<file path="src/rtl/syscall_controller_pkg.sv">
// syscall_pkg: shared definitions for the syscall controller.
//   - MIPS service-code constants (v0 values)
//   - FSM state encoding
//   - is_display_code(): true for services that latch a0 into the display
package syscall_pkg;

    localparam logic [31:0] SYS_PRINT_INT  = 32'd1;
    localparam logic [31:0] SYS_EXIT       = 32'd10;
    localparam logic [31:0] SYS_PRINT_CHAR = 32'd11;
    localparam logic [31:0] SYS_PRINT_HEX  = 32'd34;

    localparam int DWELL_CNT_W = 8;  // enough for DWELL_CYCLES up to 255

    typedef enum logic [1:0] {
        IDLE   = 2'd0,
        DWELL  = 2'd1,
        HALTED = 2'd2
    } sys_state_e;

    function automatic logic is_display_code(input logic [31:0] code);
        return (code == SYS_PRINT_INT) || (code == SYS_PRINT_HEX) ||
               (code == SYS_PRINT_CHAR);
    endfunction

endpackage

</file>
<file path="src/rtl/syscall_controller_dwell_timer.sv">
// dwell_timer: down-counter timing the display stall.
// Ports:
//   clk, rst      clock, async active-high reset (counter -> 0)
//   load          load load_value this cycle (takes priority over enable)
//   load_value    count to load
//   enable        decrement while nonzero; holds at 0 (never wraps)
//   zero          counter currently 0
module dwell_timer
    import syscall_pkg::*;
(
    input  logic                   clk,
    input  logic                   rst,
    input  logic                   load,
    input  logic [DWELL_CNT_W-1:0] load_value,
    input  logic                   enable,
    output logic                   zero
);

    logic [DWELL_CNT_W-1:0] cnt_q, cnt_d;

    always_comb begin
        cnt_d = cnt_q;
        if (load)
            cnt_d = load_value;
        else if (enable && (cnt_q != '0))
            cnt_d = cnt_q - 1'b1;
    end

    always_ff @(posedge clk or posedge rst) begin
        if (rst) cnt_q <= '0;
        else     cnt_q <= cnt_d;
    end

    assign zero = (cnt_q == '0);

endmodule

</file>
<file path="src/rtl/syscall_controller.sv">
// syscall_controller: sequences syscall service between EX syscall detect
// and the board display/halt logic.
// Ports:
//   clk, rst        clock, async active-high reset
//   req, v0, a0     syscall valid in EX, service code, argument
//   stall           freeze PC/pipeline (combinational)
//   ack             one-cycle retire pulse (combinational)
//   halt            sticky exit indication
//   hex, hex_valid  display register and "a display service completed"
//   bad_code        sticky unsupported-code flag
// Optional build macro SYSCALL_STATS_EN adds syscall_count and stall_cycles.
module syscall_controller
    import syscall_pkg::*;
#(
    parameter int DWELL_CYCLES = 4,   // 1..255
    parameter int HALT_CODE    = 10,
    parameter int DATA_W       = 32
) (
    input  logic              clk,
    input  logic              rst,
    input  logic              req,
    input  logic [DATA_W-1:0] v0,
    input  logic [DATA_W-1:0] a0,
    output logic              stall,
    output logic              ack,
    output logic              halt,
    output logic [DATA_W-1:0] hex,
    output logic              hex_valid,
    output logic              bad_code
`ifdef SYSCALL_STATS_EN
    ,
    output logic [31:0]       syscall_count,
    output logic [31:0]       stall_cycles
`endif
);

    sys_state_e        state_q, state_d;
    logic              halt_q, halt_d;
    logic [DATA_W-1:0] hex_q, hex_d;
    logic              hex_valid_q, hex_valid_d;
    logic              bad_code_q, bad_code_d;

    logic              tmr_load, tmr_enable, tmr_zero;
    logic              enter_halt;
    logic [31:0]       code;

    assign code = 32'(v0);

    dwell_timer u_dwell_timer (
        .clk        (clk),
        .rst        (rst),
        .load       (tmr_load),
        .load_value (DWELL_CNT_W'(DWELL_CYCLES - 1)),
        .enable     (tmr_enable),
        .zero       (tmr_zero)
    );

    always_comb begin
        state_d     = state_q;
        halt_d      = halt_q;
        hex_d       = hex_q;
        hex_valid_d = hex_valid_q;
        bad_code_d  = bad_code_q;
        tmr_load    = 1'b0;
        tmr_enable  = 1'b0;
        enter_halt  = 1'b0;
        stall       = 1'b0;
        ack         = 1'b0;
        case (state_q)
            IDLE: if (req) begin
                if (is_display_code(code)) begin
                    // Freeze in the request cycle itself.
                    stall    = 1'b1;
                    tmr_load = 1'b1;
                    state_d  = DWELL;
                    if (code == SYS_PRINT_CHAR) begin
                        hex_d      = '0;
                        hex_d[7:0] = a0[7:0];
                    end else begin
                        hex_d = a0;
                    end
                end else if (code == 32'(HALT_CODE)) begin
                    stall      = 1'b1;
                    halt_d     = 1'b1;
                    enter_halt = 1'b1;
                    state_d    = HALTED;
                end else begin
                    // Unsupported: retire immediately, no stall.
                    ack        = 1'b1;
                    bad_code_d = 1'b1;
                end
            end
            DWELL: begin
                // stall stays high through the ack cycle; the pipeline
                // advances on ack regardless.
                stall      = 1'b1;
                tmr_enable = 1'b1;
                if (tmr_zero) begin
                    ack         = 1'b1;
                    hex_valid_d = 1'b1;
                    state_d     = IDLE;
                end
            end
            HALTED:  stall = 1'b1;
            default: state_d = IDLE;
        endcase
    end

    always_ff @(posedge clk or posedge rst) begin
        if (rst) begin
            state_q     <= IDLE;
            halt_q      <= 1'b0;
            hex_q       <= '0;
            hex_valid_q <= 1'b0;
            bad_code_q  <= 1'b0;
        end else begin
            state_q     <= state_d;
            halt_q      <= halt_d;
            hex_q       <= hex_d;
            hex_valid_q <= hex_valid_d;
            bad_code_q  <= bad_code_d;
        end
    end

    assign halt      = halt_q;
    assign hex       = hex_q;
    assign hex_valid = hex_valid_q;
    assign bad_code  = bad_code_q;

`ifdef SYSCALL_STATS_EN
    logic [31:0] syscall_count_q, syscall_count_d;
    logic [31:0] stall_cycles_q, stall_cycles_d;

    always_comb begin
        syscall_count_d = syscall_count_q;
        stall_cycles_d  = stall_cycles_q;
        if (ack || enter_halt)
            syscall_count_d = syscall_count_q + 32'd1;
        if (stall && (state_q != HALTED))
            stall_cycles_d = stall_cycles_q + 32'd1;
    end

    always_ff @(posedge clk or posedge rst) begin
        if (rst) begin
            syscall_count_q <= '0;
            stall_cycles_q  <= '0;
        end else begin
            syscall_count_q <= syscall_count_d;
            stall_cycles_q  <= stall_cycles_d;
        end
    end

    assign syscall_count = syscall_count_q;
    assign stall_cycles  = stall_cycles_q;
`endif

endmodule
</file>
<file path="config.mk">
export PLATFORM = sky130hd
export DESIGN_NAME = syscall_controller
export DESIGN_NICKNAME = d
export VERILOG_FILES = /design/src/rtl/syscall_controller_pkg.sv /design/src/rtl/syscall_controller_dwell_timer.sv /design/src/rtl/syscall_controller.sv
export SDC_FILE = /design/constraint.sdc
export NUM_CORES = 1
export LEC_CHECK = 0
export CORE_ASPECT_RATIO = 1.25
export CORE_UTILIZATION = 37
export CTS_CLUSTER_DIAMETER = 120
export CTS_CLUSTER_SIZE = 30
export DETAILED_ROUTE_END_ITERATION = 8
export PLACE_DENSITY = 0.76
export SLEW_MARGIN = 20
export SYNTH_ARGS = -nofsm -noshare
export SYNTH_HDL_FRONTEND = slang
export SYNTH_SLANG_ARGS = --single-unit
</file>
<file path="constraint.sdc">
create_clock -name clk -period 1.9 [get_ports clk]
set_clock_uncertainty 0.05 [all_clocks]
set_input_delay 0.38 -clock clk [delete_from_list [all_inputs] [get_ports clk]]
set_output_delay 0.38 -clock clk [all_outputs]
set_load 0.005 [all_outputs]
</file>
---- After elaboration in Yosys (flattened, before gate mapping) ----
Index checks and enable logic that the tools add are counted.
cells by class
  bitwise operators ....................... 3
  mux-type cells .......................... 21
  equal/unequal tests ..................... 9
  add/subtract/negate cells ............... 1
  reduce and logical (&&, ||, !) cells .... 13
operator list
  cell                 count
  $eq 32x4->1 const B  2
  $eq 32x1->1 const B  1
  $eq 32x6->1 const B  1
  $mux 32              1
  $mux 8               2
  $reduce_and 4->1     3
  $mux 1               11
  $logic_not 8->1      1
  $mux 2               4
  $reduce_bool 8->1    1
  $sub 8x1->8 const B  1
  $pmux 2 s3           1
  $ne 2x2->1 const B   2
  $pmux 1 s2           2
  $ne 3x3->1 const B   1
  $not 1->1            3
  $reduce_and 3->1     1
  $eq 2x1->1 const B   1
  $eq 2x2->1 const B   1
  $logic_not 2->1      1
  $logic_or 1x1->1     2
  $reduce_and 2->1     1
  $reduce_bool 2->1    1
  $reduce_or 2->1      1
  $logic_and 1x1->1    1
storage, ports and cells
  register bits ........................... 45
  output and inout port bits .............. 37
  word-level logic and storage cells ...... 53
  bits of input ports ..................... 67

---- Logic depth before layout (Yosys ltp) ----
  depth after elaboration ................. 7
  mapped depth ............................ 7
  depth with buffers taken out ............ 6

---- By module ----
A second synthesis with hierarchy kept.
unflattened totals
  cell total of the unflattened synthesis .. 181
  area, all modules ....................... 2148.3 µm²
modules (own cells, without submodules)
  module              area an instance (µm²)  seq. area each (µm²)  cells an instance  times used
  syscall_controller  1652.8                  925.9                 128                1
  dwell_timer         495.5                   200.2                 53                 1

---- Worst setup path before layout ----
Ideal clock, no wire load.
  path kind ............................... input to register
  start ................................... input v0[1]
  end ..................................... register hex_q[0], in the netlist hex[0]
  path buffers ............................ 1
  data arrival time ....................... 1.901 ns
  data required time ...................... 1.725 ns
  path slack .............................. -0.175 ns
  setup time .............................. 0.125 ns
  stages .................................. 5
  cells stage by stage .................... or4b_1 > and3_4 > nor4_4 > buf_6 > mux2_2
on the way
  word-level cells in the longest chain between the ends .. 4
  elaborated cells between the ends (all ways) .. 6
  classes of those cells .................. eq/ne (3); reduce/logical (3)
RTL lines
  what                                               RTL line                      source
  from (decl)                                        syscall_controller.sv:22      input logic [DATA_W-1:0] v0,
  $eq 32x1->1 / $eq 32x6->1 (equally long branches)  syscall_controller_pkg.sv:21  return (code == SYS_PRINT_INT) || (code == SYS_PRINT_HEX) ||
  $logic_or 1x1->1                                   syscall_controller_pkg.sv:21
  $logic_or 1x1->1 (*)                               syscall_controller_pkg.sv:21
  $reduce_and 3->1 (no line) (*)                     --
  to (signal assigned)                               syscall_controller.sv:113     hex_q <= '0;
  to (signal assigned)                               syscall_controller.sv:119     hex_q <= hex_d;
  to (decl)                                          syscall_controller.sv:39      logic [DATA_W-1:0] hex_q, hex_d;
Mark *: on every way between the ends. The rest lies on a longest branch, timed or not.
A chain may end at the register's enable or synchronous reset.

---- Worst setup path after layout ----
  start ................................... register u_dwell_timer.cnt_q[1]
  end ..................................... output ack
on the way
  word-level cells in the longest chain between the ends .. 3
RTL lines
  what                    RTL line                              source
  from (decl)             syscall_controller_dwell_timer.sv:19  logic [DWELL_CNT_W-1:0] cnt_q, cnt_d;
  from (signal assigned)  syscall_controller_dwell_timer.sv:31  else cnt_q <= cnt_d;
  $logic_not 8->1         syscall_controller_dwell_timer.sv:34  assign zero = (cnt_q == '0);
  $mux 1                  syscall_controller.sv:98              if (tmr_zero) begin
  $pmux 1 s2              syscall_controller.sv:69              case (state_q)
  to (decl)               syscall_controller.sv:25              output logic ack,
No other way between the ends.

==> results.yml <==
synth:
  yosys_register_bits: 45
  synth_edf_count: 0
  syn_area_um2: 2272
  synth_ff_type: "dfrtp_1"
  synth_cell_types: 40
  synth_area_leaders: "dfrtp_1, mux2i_1, nand2_1"
  yosys.area.top_type: "dfrtp_1"
  syn-num-nets: 290
  postSynth.asyncResetShare_pct: 100.0
  syn_inst: 217
  netlist.area_leader.share_pct: 49.56
  synth_seq_area_share_pct: 49.56
  synth_area_per_cell_um2: 10.47
  yosysWarnings: 0
outcome:
  violations: "negative setup slack"
  outcome: "finished with violations"
critical_path:
  slowest_stage: "dfrtp_1"
  crit_path_end_kind: "primary output"
  setup.worst_path.class: "reg -> out"
  arrival_ns: 1.63
  start_kind: "flop"
  crit_required_ns: 1.47
  cp_cell_sequence: "inv_2, ha_4, or3b_4, nor2_2, nand2_1, o21ai_1, buf_2"
  slowest_delay_ns: 0.39
  cp_max_fo: 2
cells_and_area:
  nets: 463
  seqCellArea_um2: 1126
  num-fill-cells: 434
  syn2layout_area_growth_pct: 85.68
  drive_gt1_share_pct: 36.06
  diodes: 0
  multi_input_area_um2: 1185
floorplan:
  start_util_pct: 38.80
  dieHeight_um: 89.62
  ioPinCount: 104
  core_region_area_um2: 5857
  rows: 31
  die_w_um: 72.09
  dieArea_um2: 6460
place:
  numPortBuffers: 103
  dp_worst_setup_slack_ns: -0.9624
  dp_hpwl_um: 4725
  gp_congestion: 0.8259
drt:
  vias: 2255
  drc_errors: 0
  wl_per_cell_um: 14.50
  first_pass_iters: 4
  via_per_inst: 4.767
  drt_wl_total_um: 6860
  ant_nets: 0
  drtIter0Drc: 116
timing:
  fin_crit_ns: 2.059
  fmax_mhz: 485.6
  drv_slew: 0
  setup_viol: 30
  rsz0062_at_grt: "yes"
  post-route-period-util_pct: 108.4
  slew_headroom_pct: 68.82
  final.setup.tns_ns: -1.556
  worstMarginPinSlew_ns: 0.4634
  finalHoldViolCount: 0
  fin_ws_ns: -0.1593
grt:
  antenna_found_initial: 0
  grt_pass1_vias: 2324
  track_usage_pct: 21.41
  grt_first_pass_wirelength_um: 10730
  grt_max_degree: 28
  grt-ovfl-total: 0
min_path:
  hold_path.class: "in -> async"
clocking:
  cts_made_buffers: 5
  cts_root_buf: "clkbuf_8"
  worstSkewPairLatency_ns: 0.28
  clkTransAtPathRegs_ns: 0.08
  htreeDepth: 2
  clkSinkCount: 45
  tritoncts: "yes"
  clock_path_buffers: 2
pwr:
  p_leak_nw: 1.955
  power_density_nw_per_um2: 452.8
  worst_ir_drop_vdd_mv: 0.3766
flow_run:
  max_cap_violations: 0
[critical path, delay by kind of cell, from the launching register on]
kind | cells | cell delay (ns)
simple gates | 3 | 0.53
flops | 1 | 0.39
buf+inv | 2 | 0.22
fa+ha+maj | 1 | 0.14
compound gates | 1 | 0.07
[layout make-up]
type                            instances  area share (%)
Timing Repair Buffer                  173           37.46
Multi-Input combinational cell        136           28.08
Sequential cell                        45           26.69
Inverter                               29           2.580
Tap cell                               82           2.432
Clock buffer                            7           2.046
Clock inverter                          1          0.7117
[flip-flops by register name, indices dropped and copies added, names as in the netlist]
signal and count:
halt 1, u_dwell_timer.cnt_q 8, state_q 2, hex_valid 1
bad_code 1, hex 32
[metrics by stage]
stage / hold slack [ns] / util [%] / power [mW] / cells / area (µm²)
3_3_place_gp: 0.4016 / 63.60 / 1.177 / 438 / 3725
2_1_floorplan: 0.4090 / - / 1.019 / 217 / 2326
5_1_grt: 0.3943 / 72.04 / 1.996 / 473 / 4219
3_5_place_dp: 0.4021 / 63.60 / 1.181 / 438 / 3725
4_1_cts: 0.3772 / 70.03 / 1.916 / 466 / 4101
6_report: 0.3730 / 72.04 / 1.911 / 473 / 4219
[Yosys cell counts, types with 2 or more instances]
library cell	count
o211ai_1	4
xor2_1	3
o21ai_0	4
o21bai_1	2
or4_1	2
nor2_1	6
dfrtp_1	45
or3_1	3
mux2_2	8
nand3_1	3
o311ai_0	3
a21oi_1	4
inv_1	29
nand4_1	3
nand2_1	32
ha_1	6
nor4_1	9
mux2i_1	24
buf_8	2
nor3_1	3
clkbuf_1	3
[per-layer routing]
layer	global-route usage, %	vias to the layer above	share of wire, %
met5	0	-	0
met4	4.100	0	0.51
met3	4.464	4	3.6
met2	41.38	62	58
met1	24.34	1098	38
li1	-	1091	-
[what timing repair did]
item                                    CTS  global route
buffers inserted                         19             8
pin swaps                                20            18
hold buffers                              0             0
cloned                                    2             0
endpoints found under the setup margin   45            43
resized for setup                       115            50
[cell usage in the layout, fill, tap and decap left out, drive strengths merged, types with 6 or more instances in the layout]
cell type	instances
nor2	6
mux2i	24
buf	86
clkdlybuf4s50	69
dfrtp	45
clkdlybuf4s15	7
clkbuf	18
mux2	8
nor4	10
inv	29
ha	6
nand2	32
[cell families after synthesis]
kind of cell    share of synthesized area (%)
compound gates                          5.892
flops                                   49.56
simple gates                            17.84
xor+xnor                                1.542
buf+inv                                 7.323
mux                                     14.54
fa+ha+maj                               3.304
[where the power goes]
group          switching [mW]  internal [mW]  total, mW  leakage, nW
Sequential                  0          0.957      0.957        0.473
Clock                   0.303          0.429      0.732       0.0585
Combinational          0.0837          0.138      0.222         1.42
[path summary, 6_finish.rpt]
path	start	to	slack [ns]	cells after the start
worst max register to register	state_q[0]	hex[5]	0.03	8
max in group asynchronous	rst	u_dwell_timer.cnt_q[0]	1.11	3
worst min register to register	hex_valid	hex_valid	0.42	1
worst max-delay path	u_dwell_timer.cnt_q[1]	ack	-0.16	7
worst min-delay path	rst	hex[20]	0.37	3
min in group clk	hex_valid	hex_valid	0.42	1
(Power assumes the default switching activity.)
